**config.mk**
```make
export PLATFORM = sky130hd
export DESIGN_NAME = instruction_decode_stage_flat
export DESIGN_NICKNAME = d
export VERILOG_FILES = /design/src/rtl/instruction_decode_stage_pkg.sv /design/src/rtl/instruction_decode_stage_if.sv /design/src/rtl/instruction_decode_stage_immediate_generator.sv /design/src/rtl/instruction_decode_stage.sv /design/src/flat_wrapper.sv
export SDC_FILE = /design/constraint.sdc
export NUM_CORES = 1
export LEC_CHECK = 0
export CAP_MARGIN = 20
export CORE_MARGIN = 8
export CORE_UTILIZATION = 49
export CTS_BUF_LIST = sky130_fd_sc_hd__clkbuf_4 sky130_fd_sc_hd__clkbuf_8
export DETAILED_ROUTE_END_ITERATION = 10
export PLACE_DENSITY = 0.88
export SLEW_MARGIN = 20
export SYNTH_ARGS = -nofsm -noshare
export SYNTH_HDL_FRONTEND = slang
export SYNTH_HIERARCHICAL = 1
export SYNTH_SLANG_ARGS = --single-unit
```
**constraint.sdc**
```tcl
create_clock -name clk -period 4.3 [get_ports clk]
set_input_delay 0.86 -clock clk [delete_from_list [all_inputs] [get_ports clk]]
set_output_delay 0.86 -clock clk [all_outputs]
set_load 0.1 [all_outputs]
```
**src/rtl/instruction_decode_stage_pkg.sv**
```systemverilog
// Shared RV32I definitions for the decode stage: register width, opcodes, funct7 values,
// immediate formats and the decoded instruction layout.
package common;

    localparam int REGISTER_WIDTH = 32;

    localparam logic [6:0] OPCODE_ARITH     = 7'b0110011;
    localparam logic [6:0] OPCODE_ARITH_IMM = 7'b0010011;
    localparam logic [6:0] OPCODE_LUI       = 7'b0110111;
    localparam logic [6:0] OPCODE_AUIPC     = 7'b0010111;
    localparam logic [6:0] OPCODE_JAL       = 7'b1101111;
    localparam logic [6:0] OPCODE_JALR      = 7'b1100111;
    localparam logic [6:0] OPCODE_BRANCH    = 7'b1100011;
    localparam logic [6:0] OPCODE_LOAD      = 7'b0000011;
    localparam logic [6:0] OPCODE_STORE     = 7'b0100011;
    localparam logic [6:0] OPCODE_SYSTEM    = 7'b1110011;

    localparam logic [6:0] FUNCT7_BASE = 7'b0000000;
    localparam logic [6:0] FUNCT7_ALT  = 7'b0100000;

    localparam logic [2:0] FUNCT3_ADD_SUB = 3'b000;
    localparam logic [2:0] FUNCT3_SLL     = 3'b001;
    localparam logic [2:0] FUNCT3_SRL_SRA = 3'b101;

    typedef enum logic [2:0] {
        IMM_I,
        IMM_S,
        IMM_B,
        IMM_U,
        IMM_J,
        IMM_NONE
    } imm_type_t;

    // Field view of a raw word; fields not used by a format are simply carried along.
    typedef struct packed {
        logic [6:0] funct7;
        logic [4:0] rs2;
        logic [4:0] rs1;
        logic [2:0] funct3;
        logic [4:0] rd;
        logic [6:0] opcode;
    } instruction_t;

endpackage

```
**src/rtl/instruction_decode_stage_if.sv**
```systemverilog
// Fetch-side and execute-side handshake bundle of the decode stage.
interface instruction_decode_stage_if #(
    parameter int INSTR_WIDTH = 32
);
    import common::*;

    logic                      in_valid;
    logic                      in_ready;
    logic [INSTR_WIDTH-1:0]    in_instruction;
    logic [REGISTER_WIDTH-1:0] in_pc;
    logic                      flush;
    logic                      out_valid;
    logic                      out_ready;
    instruction_t              out_decoded;
    logic [REGISTER_WIDTH-1:0] out_pc;
    logic [REGISTER_WIDTH-1:0] out_imm;
    logic                      out_illegal;

    modport master (
        output in_valid, in_instruction, in_pc, flush, out_ready,
        input  in_ready, out_valid, out_decoded, out_pc, out_imm, out_illegal
    );

    modport slave (
        input  in_valid, in_instruction, in_pc, flush, out_ready,
        output in_ready, out_valid, out_decoded, out_pc, out_imm, out_illegal
    );

endinterface

```
**src/rtl/instruction_decode_stage_immediate_generator.sv**
```systemverilog
// Combinational RV32I immediate extraction for the I/S/B/U/J formats; IMM_NONE yields zero.
module immediate_generator
    import common::*;
#(
    parameter int INSTR_WIDTH = 32
) (
    input  logic [INSTR_WIDTH-1:0]    instruction,
    input  imm_type_t                 imm_type,
    output logic [REGISTER_WIDTH-1:0] imm
);

    logic unused_opcode_bits;
    assign unused_opcode_bits = ^instruction[6:0];

    always_comb begin
        imm = '0;
        case (imm_type)
            IMM_I: imm = {{(REGISTER_WIDTH-11){instruction[31]}}, instruction[30:20]};
            IMM_S: imm = {{(REGISTER_WIDTH-11){instruction[31]}}, instruction[30:25], instruction[11:7]};
            IMM_B: imm = {{(REGISTER_WIDTH-12){instruction[31]}}, instruction[7], instruction[30:25],
                          instruction[11:8], 1'b0};
            IMM_U: imm = {instruction[31:12], 12'b0};
            IMM_J: imm = {{(REGISTER_WIDTH-20){instruction[31]}}, instruction[19:12], instruction[20],
                          instruction[30:21], 1'b0};
            default: imm = '0;
        endcase
    end

endmodule

```
**src/rtl/instruction_decode_stage.sv**
```systemverilog
// RV32I decode stage: registered decoded fields, immediate and illegal flag behind valid/ready.
// Define DECODE_SKID_BUFFER_EN for a one-entry input skid register (no out_ready -> in_ready path).
module instruction_decode_stage
    import common::*;
#(
    parameter int INSTR_WIDTH = 32
) (
    input  logic                      clk,
    input  logic                      rst_n,
    instruction_decode_stage_if.slave bus
);

    logic                      load_out;
    logic                      accept;
    logic                      load_new;
    logic [INSTR_WIDTH-1:0]    dec_word;
    logic [REGISTER_WIDTH-1:0] dec_pc;
    logic [REGISTER_WIDTH-1:0] dec_imm;
    imm_type_t                 dec_type;
    logic                      dec_illegal;
    logic [6:0]                opcode;
    logic [2:0]                funct3;
    logic [6:0]                funct7;

    logic                      out_valid_q;
    instruction_t              out_decoded_q;
    logic [REGISTER_WIDTH-1:0] out_pc_q;
    logic [REGISTER_WIDTH-1:0] out_imm_q;
    logic                      out_illegal_q;

    assign load_out = !out_valid_q || bus.out_ready;
    assign accept   = bus.in_valid && bus.in_ready;

`ifdef DECODE_SKID_BUFFER_EN
    logic                      skid_empty;
    logic [INSTR_WIDTH-1:0]    skid_word;
    logic [REGISTER_WIDTH-1:0] skid_pc;

    // A word accepted while the output stalls parks here; in_ready is this flop alone.
    always_ff @(posedge clk or negedge rst_n) begin
        if (!rst_n) begin
            skid_empty <= 1'b1;
            skid_word  <= '0;
            skid_pc    <= '0;
        end else if (bus.flush) begin
            skid_empty <= 1'b1;
        end else if (accept && !load_out) begin
            skid_empty <= 1'b0;
            skid_word  <= bus.in_instruction;
            skid_pc    <= bus.in_pc;
        end else if (load_out) begin
            skid_empty <= 1'b1;
        end
    end

    assign bus.in_ready = skid_empty;
    assign dec_word     = skid_empty ? bus.in_instruction : skid_word;
    assign dec_pc       = skid_empty ? bus.in_pc : skid_pc;
    assign load_new     = !skid_empty || accept;
`else
    assign bus.in_ready = load_out;
    assign dec_word     = bus.in_instruction;
    assign dec_pc       = bus.in_pc;
    assign load_new     = accept;
`endif

    assign opcode = dec_word[6:0];
    assign funct3 = dec_word[14:12];
    assign funct7 = dec_word[31:25];

    always_comb begin
        dec_illegal = 1'b0;
        dec_type    = IMM_NONE;
        case (opcode)
            OPCODE_LUI, OPCODE_AUIPC:  dec_type = IMM_U;
            OPCODE_JAL:                dec_type = IMM_J;
            OPCODE_JALR, OPCODE_LOAD:  dec_type = IMM_I;
            OPCODE_BRANCH:             dec_type = IMM_B;
            OPCODE_STORE:              dec_type = IMM_S;
            OPCODE_SYSTEM:             dec_type = IMM_NONE;
            OPCODE_ARITH_IMM: begin
                dec_type = IMM_I;
                if (funct3 == FUNCT3_SLL && funct7 != FUNCT7_BASE)
                    dec_illegal = 1'b1;
                if (funct3 == FUNCT3_SRL_SRA && funct7 != FUNCT7_BASE && funct7 != FUNCT7_ALT)
                    dec_illegal = 1'b1;
            end
            OPCODE_ARITH: begin
                // The alternate funct7 only exists for SUB and SRA.
                if (funct7 == FUNCT7_ALT) begin
                    if (funct3 != FUNCT3_ADD_SUB && funct3 != FUNCT3_SRL_SRA)
                        dec_illegal = 1'b1;
                end else if (funct7 != FUNCT7_BASE) begin
                    dec_illegal = 1'b1;
                end
            end
            default: dec_illegal = 1'b1;
        endcase
        if (dec_word[1:0] != 2'b11)
            dec_illegal = 1'b1;
        if (dec_illegal)
            dec_type = IMM_NONE;
    end

    immediate_generator #(
        .INSTR_WIDTH (INSTR_WIDTH)
    ) u_imm_gen (
        .instruction (dec_word),
        .imm_type    (dec_type),
        .imm         (dec_imm)
    );

    always_ff @(posedge clk or negedge rst_n) begin
        if (!rst_n) begin
            out_valid_q   <= 1'b0;
            out_decoded_q <= '0;
            out_pc_q      <= '0;
            out_imm_q     <= '0;
            out_illegal_q <= 1'b0;
        end else if (bus.flush) begin
            out_valid_q <= 1'b0;
        end else if (load_out) begin
            out_valid_q <= load_new;
            if (load_new) begin
                out_decoded_q <= instruction_t'(dec_word);
                out_pc_q      <= dec_pc;
                out_imm_q     <= dec_imm;
                out_illegal_q <= dec_illegal;
            end
        end
    end

    assign bus.out_valid   = out_valid_q;
    assign bus.out_decoded = out_decoded_q;
    assign bus.out_pc      = out_pc_q;
    assign bus.out_imm     = out_imm_q;
    assign bus.out_illegal = out_illegal_q;

endmodule

```
**src/flat_wrapper.sv**
```systemverilog
// flat-port wrapper written by rule: the top's interface ports become plain ports
module instruction_decode_stage_flat import common::*;
#(
    parameter int INSTR_WIDTH = 32
)
  (clk, rst_n, bus_in_valid, bus_in_instruction, bus_in_pc, bus_flush, bus_out_ready, bus_in_ready, bus_out_valid, bus_out_decoded, bus_out_pc, bus_out_imm, bus_out_illegal);
  instruction_decode_stage_if #(.INSTR_WIDTH(INSTR_WIDTH)) bus_i ();
  input  logic clk;
  input  logic rst_n;
  input wire logic [$bits(bus_i.in_valid)-1:0] bus_in_valid;
  input wire logic [$bits(bus_i.in_instruction)-1:0] bus_in_instruction;
  input wire logic [$bits(bus_i.in_pc)-1:0] bus_in_pc;
  input wire logic [$bits(bus_i.flush)-1:0] bus_flush;
  input wire logic [$bits(bus_i.out_ready)-1:0] bus_out_ready;
  output wire logic [$bits(bus_i.in_ready)-1:0] bus_in_ready;
  output wire logic [$bits(bus_i.out_valid)-1:0] bus_out_valid;
  output wire logic [$bits(bus_i.out_decoded)-1:0] bus_out_decoded;
  output wire logic [$bits(bus_i.out_pc)-1:0] bus_out_pc;
  output wire logic [$bits(bus_i.out_imm)-1:0] bus_out_imm;
  output wire logic [$bits(bus_i.out_illegal)-1:0] bus_out_illegal;
  assign bus_i.in_valid = bus_in_valid;
  assign bus_i.in_instruction = bus_in_instruction;
  assign bus_i.in_pc = bus_in_pc;
  assign bus_i.flush = bus_flush;
  assign bus_i.out_ready = bus_out_ready;
  assign bus_in_ready = bus_i.in_ready;
  assign bus_out_valid = bus_i.out_valid;
  assign bus_out_decoded = bus_i.out_decoded;
  assign bus_out_pc = bus_i.out_pc;
  assign bus_out_imm = bus_i.out_imm;
  assign bus_out_illegal = bus_i.out_illegal;
  instruction_decode_stage #(.INSTR_WIDTH(INSTR_WIDTH)) u_core (.clk(clk), .rst_n(rst_n), .bus(bus_i));
endmodule
```
==> results_dict.tcl, run 1 <==
set metrics [dict create \
    area_delta_synth_final_pct 44.2 \
    fmax_mhz 288 \
    totalNegativeSetupSlack_ps 0 \
    seq_power_share_pct 34.1 \
    gp_congestion 0.764 \
    syn_area_per_cell_um2 12.9 \
    synth_common_cells "dfrtp_1 (98), mux2_2 (78), nand2_1 (25)" \
    final_layout_size_suffix_gt1_share_pct 21.8 \
    ios 168 \
    die_h_um 111 \
    wl_mm 11.7 \
    cts.path.max_buffers 2 \
    ctsResizeCount 0 \
    grt_start_max_net_pins 99 \
    synthCells 339 \
    drv_slew 0 \
    die_x_um 111 \
    synth_seq_cells 98 \
    cts_setup_buffers 0 \
    criticalPathCategory "in2reg" \
    gr-usage-all-layers_pct 18.8 \
    start_util_pct 50.3 \
    grt_pass1_wl_mm 19.1 \
    swShare_pct 45.6 \
    hp-class "reg2reg" \
    antennaDiodeCount 0 \
    core-area_um2 8720 \
    ant_nets 0 \
    internal_power_uw 1760 \
    ys_seq_area_share_pct 55.9 \
    min_period_ps 3480 \
    finalSetupViolCount 0 \
    wire_per_inst_um 19.1 \
    synthesis.nets 408 \
    startpoint_type "input port" \
    status "completed" \
    pwr-share-comb_pct 45.7 \
    finalNonFillerCells 612 \
    drc 0 \
    vdd.ir_drop.worst_uv 366 \
    fin_crit_sh_pct 80.8 \
    arrival_ps 3770 \
    finalHoldViolations 0 \
    numCtsBuffers 9 \
    fin_hold_ws_ps 496 \
    rsz0062_at_grt "false" \
    layout.nets 568 \
    overflow 0 \
    via_count 3240 \
    dr.pass1.iters 4 \
    place_ws_ps 482 \
    holdBufCountCts 0 \
    synth_top_area_cell "dfrtp_1" \
    synth-async-reset-ratio_pct 100 \
    synth_top_cells_by_area "dfrtp_1 (56%), mux2_2 (20%), mux2_1 (4.6%)" \
    synth_edf_count 0 \
    slew_headroom_pct 28.6 \
    grt_pass1_vias 3695 \
    yosysTopAreaCellShare_pct 55.9 \
    synth_cell_types 39 \
    synth.most_common_cell "dfrtp_1" \
    p_switching_uw 1480 \
    p_clk_share_pct 20.1 \
    cts_tree "yes" \
    antenna_found_initial 0 \
    ys.flop_type "dfrtp_1" \
    clkTransAtPathRegs_ps 90 \
    fin_ws_ps 825 \
    ys_warn_count 6 \
    p_leak_uw 0.00269 \
    insertion_delay_ps 350 \
    finClkSkew_ps 5.97 \
    htree_levels 3 \
    total_power_uw 3240 \
    cts_sinks 98 \
    endpoint_kind "flop" \
    worst-path-max-fanout 13 \
    io_buffers 167 \
    post-dp-hpwl_mm 8.62 \
    crit_required_ps 4590 \
    dp_cells 596 \
    netlist_area_um2 4390 \
    num_rows 34 \
    tightest_slew_ps 1070 \
    p_per_area_nw_per_um2 513 \
    root_buffer "clkbuf_8" \
    drt_iter0_drc 137 \
    drv_cap 0 \
    vias_per_cell 5.29 \
    dieArea_um2 12200 \
]
placed cells by master (no fill, tap or decap), drive strengths merged, types with 2 or more instances in the layout:
cell type and n:
a21oi 17, a31oi 3, and2 2, and3b 2, buf 7, bufinv 2
clkbuf 11, clkdlybuf4s50 165, clkinv 2, dfrtp 98, inv 3, mux2 96
nand2 25, nand2b 6, nand3 3, nand3b 2, nor2 5, nor2b 18
nor3 2, nor3b 3, o21ai 11, o22ai 9, or4 2
logic make-up after synthesis:
kind of cell | after synthesis | share of synthesized area [%]
AOI/OAI and AO/OA | 44 | 5.79
xor gates and xnor gates | 1 | 0.200
adders and majority gates | 1 | 0.257
buffers and inverters | 26 | 3.59
DFF | 98 | 55.9
muxes | 97 | 24.9
and+or+nand+nor | 72 | 9.38
sequential cells by signal (all words and copies together), names as in the netlist:
| name | flops |
|---|---|
| u_core/bus.out_valid | 1 |
| u_core/bus.out_decoded | 32 |
| u_core/bus.out_pc | 32 |
| u_core/bus.out_illegal | 1 |
| u_core/bus.out_imm | 32 |
through the flow:
| step | area, µm² | utilization [%] |
|---|---|---|
| after detailed placement | 6100 | 70.0 |
| after floorplan | 4390 | - |
| after global placement | 6100 | 70.0 |
| after CTS | 6320 | 72.5 |
| after global routing | 6320 | 72.5 |
| final | 6320 | 72.5 |
layer usage:
layer  wire [µm]  vias up  global-route usage, %
met3        1270        9                   9.74
met1        4670     1597                   20.5
met2        5650      124                   31.5
met5           0        -                      0
met4          79        0                   4.59
li1            -     1510                      -
final timing paths:
path	slack, ps	startpoint	end	cells after the start
max	820	bus_in_instruction[26]	u_core/bus.out_imm[12]$_DFFE_PN0P_	9
min	500	u_core/bus.out_pc[7]$_DFFE_PN0P_	u_core/bus.out_pc[7]$_DFFE_PN0P_	1
max reg2reg	2450	u_core/bus.out_valid$_DFFE_PN0P_	u_core/bus.out_decoded[18]$_DFFE_PN0P_	4
min reg2reg	500	u_core/bus.out_pc[7]$_DFFE_PN0P_	u_core/bus.out_pc[7]$_DFFE_PN0P_	1
max in group asynchronous	2760	rst_n	u_core/bus.out_pc[2]$_DFFE_PN0P_	2
min in group asynchronous	610	rst_n	u_core/bus.out_pc[27]$_DFFE_PN0P_	1
power groups by stage:
stage / registers (µW) / logic, µW / clock network, µW
global placement: 1120 / 1470 / 0
detailed placement: 1130 / 1490 / 0
global route: 1120 / 1530 / 694
floorplan: 2030 / 177 / 0
finish: 1110 / 1480 / 653
CTS: 1110 / 1490 / 668
critical path, stage by stage:
cell and delay (ps):
clkdlybuf4s50_1 470, or4_4 570, nor4_2 210, o2111a_2 230, nand3_1 370, nor2b_1 610
a21oi_1 90, o22ai_1 170, mux2_2 170
cell type report:
type	instances	area [µm²]
Clock buffer	11	145
Clock inverter	5	77.6
Fill cell	618	2400
Inverter	3	11.3
Multi-Input combinational cell	215	1790
Sequential cell	98	2450
Tap cell	108	135
Timing Repair Buffer	172	1720
Note: power is estimated with default switching activity, not from simulation.
==> run 2: changes to the inputs <==
--- a/config.mk
+++ b/config.mk
@@ -7,10 +7,10 @@
 export LEC_CHECK = 0
 export CAP_MARGIN = 20
 export CORE_MARGIN = 8
-export CORE_UTILIZATION = 49
+export CORE_UTILIZATION = 41
 export CTS_BUF_LIST = sky130_fd_sc_hd__clkbuf_4 sky130_fd_sc_hd__clkbuf_8
 export DETAILED_ROUTE_END_ITERATION = 10
-export PLACE_DENSITY = 0.88
+export PLACE_DENSITY = 0.79
 export SLEW_MARGIN = 20
 export SYNTH_ARGS = -nofsm -noshare
 export SYNTH_HDL_FRONTEND = slang
==> constraint.sdc (replaced) <==
create_clock -name clk -period 3.1 [get_ports clk]
set_input_delay 0.62 -clock clk [delete_from_list [all_inputs] [get_ports clk]]
set_output_delay 0.62 -clock clk [all_outputs]
set_load 0.1 [all_outputs]
==> run 2 against run 1 <==
Effect of this change: combinational power up 36%; utilization down 12 points; worst setup slack worse by 640 ps; first-iteration DRC count down 11%; count of clock-buffer cells in the layout unchanged; die area up 17%; wire length about the same; critical endpoint is now u_core/bus.out_imm[14]$_DFFE_PN0P_; highest routed layer unchanged.
==> results_dict.tcl, run 2 (synthesis gave the netlist of run 1 again) <==
set metrics [dict create \
    gp_congestion 0.742 \
    root_buffer "clkbuf_8" \
    overflow 0 \
    ant_nets 0 \
    dr.pass1.iters 4 \
    gr-usage-all-layers_pct 16.5 \
    final_area_um2 6260 \
    finClkSkew_ps 8.55 \
    layout_commonest_cell "buf_4" \
    antennaDiodeCount 0 \
    drv_slew 0 \
    drc 0 \
    cts.path.max_buffers 2 \
    nFillCells 851 \
    clkTransAtPathRegs_ps 90 \
    fmax_mhz 343 \
    numCtsBuffers 9 \
    rrSetupSlack_ps 1320 \
    slew_headroom_pct 60.1 \
    holdBufCountCts 0 \
    status "completed" \
    drv_cap 0 \
    vias_per_cell 4.96 \
    layout_common_cells "buf_4 (121), dfrtp_1 (98), mux2_2 (78)" \
    drt_iter0_drc 122 \
    p_leak_uw 0.00290 \
    hp-class "in2async" \
    p_per_area_nw_per_um2 711 \
    criticalPathCategory "in2reg" \
    layout.nets 586 \
    grt_pass1_wl_mm 19.0 \
    insertion_delay_ps 360 \
    startpoint_type "input port" \
    cp_top_family "simple AND/OR/NAND/NOR gates" \
    finalHoldViolations 0 \
    grt_pass1_vias 3606 \
    grt_start_max_net_pins 79 \
    crit_required_ps 3340 \
    fin_crit_sh_pct 94.0 \
    post-dp-hpwl_mm 8.82 \
    core-area_um2 10400 \
    final_layout_size_suffix_gt1_share_pct 43.3 \
    dieArea_um2 14300 \
    finalSetupViolCount 0 \
    cp_slowest_cell "or4_4" \
    worst-path-max-fanout 8 \
    min_period_ps 2910 \
    endpoint_kind "flop" \
    antenna_found_initial 0 \
    area_delta_synth_final_pct 42.8 \
    dp_cells 642 \
    rsz0062_at_grt "false" \
    ios 168 \
    die_h_um 119 \
    num_rows 37 \
    timing.rr.start "u_core/bus.out_valid$_DFFE_PN0P_" \
    cts_tree "yes" \
    ctsResizeCount 0 \
    wl_mm 11.7 \
    cts_setup_buffers 0 \
    crit_start "bus_in_instruction[26]" \
    cpPeakStageDelay_ps 560 \
    cts_sinks 98 \
    tightest_slew_ps 598 \
    start_util_pct 42.3 \
    die_x_um 119 \
    io_buffers 167 \
    finish.utilization_pct 60.4 \
    wire_per_inst_um 17.7 \
    via_count 3264 \
    crit_chain "clkdlybuf4s50_1, or4_4, nor4_2, o2111a_2, nand3_1, and2_0, a21oi_1, o22ai_1, mux2_2" \
    arrival_ps 3160 \
    dpl_cell_area_um2 6040 \
    finalNonFillerCells 658 \
    vdd.ir_drop.worst_uv 462 \
    crit_buf_inv 1 \
    htree_levels 3 \
]
[run 2: cell count changes in the layout (fill, tap and decap cells not counted), sizes merged]
| cell | previous run | this run |
|---|---|---|
| buf | 7 | 123 |
| clkdlybuf4s50 | 165 | 67 |
[run 2: worst reg2reg max path, stage by stage (launching register included)]
cell and delay [ps]:
dfrtp_1 390, nor2b_2 170, nor3b_2 270, buf_12 380
mux2_2 470
[run 2: layout make-up]
cell class	count	area [µm²]	share of cell area, %
clock buffer	11	145	2.32
clock inverter	5	77.6	1.24
inverter	3	11.3	0.180
multi-input combinational	215	1790	28.5
sequential	98	2450	39.2
tap	136	170	2.72
timing repair buffer	190	1620	25.9
[run 2: where the power goes]
| group | internal (µW) | switching [µW] | leakage [µW] |
|---|---|---|---|
| Clock | 483 | 428 | 0.000113 |
| Combinational | 468 | 1540 | 0.00157 |
| Sequential | 1450 | 89.1 | 0.00121 |
[run 2: path summary, 6_finish.rpt]
path / endpoint / cells after the start
max in group asynchronous: u_core/bus.out_pc[15]$_DFFE_PN0P_ / 2
hold / removal: u_core/bus.out_decoded[15]$_DFFE_PN0P_ / 1
setup / recovery: u_core/bus.out_imm[14]$_DFFE_PN0P_ / 9
setup reg to reg: u_core/bus.out_imm[18]$_DFFE_PN0P_ / 4
min in group clk: u_core/bus.out_pc[11]$_DFFE_PN0P_ / 1
hold reg to reg: u_core/bus.out_pc[11]$_DFFE_PN0P_ / 1
[run 2: per-layer routing]
| layer | GRT usage, % | vias to the layer above | wire length [µm] |
|---|---|---|---|
| met4 | 5.78 | 0 | 125 |
| met3 | 6.57 | 9 | 1100 |
| met2 | 26.8 | 115 | 5710 |
| met5 | 0 | - | 0 |
| li1 | - | 1549 | - |
| met1 | 19.5 | 1591 | 4740 |
[run 2: metrics by stage]
| step | hold WS (ps) | worst slack (ps) | total power, µW | setup TNS [ps] |
|---|---|---|---|---|
| detailed placement | 476 | -171 | 3580 | -2730 |
| CTS | 259 | 214 | 4510 | 0 |
| floorplan | 324 | 388 | 3060 | 0 |
| global route | 281 | 76.6 | 4630 | 0 |
| finish | 251 | 186 | 4450 | 0 |
| global placement | 470 | -90.4 | 3550 | -1190 |
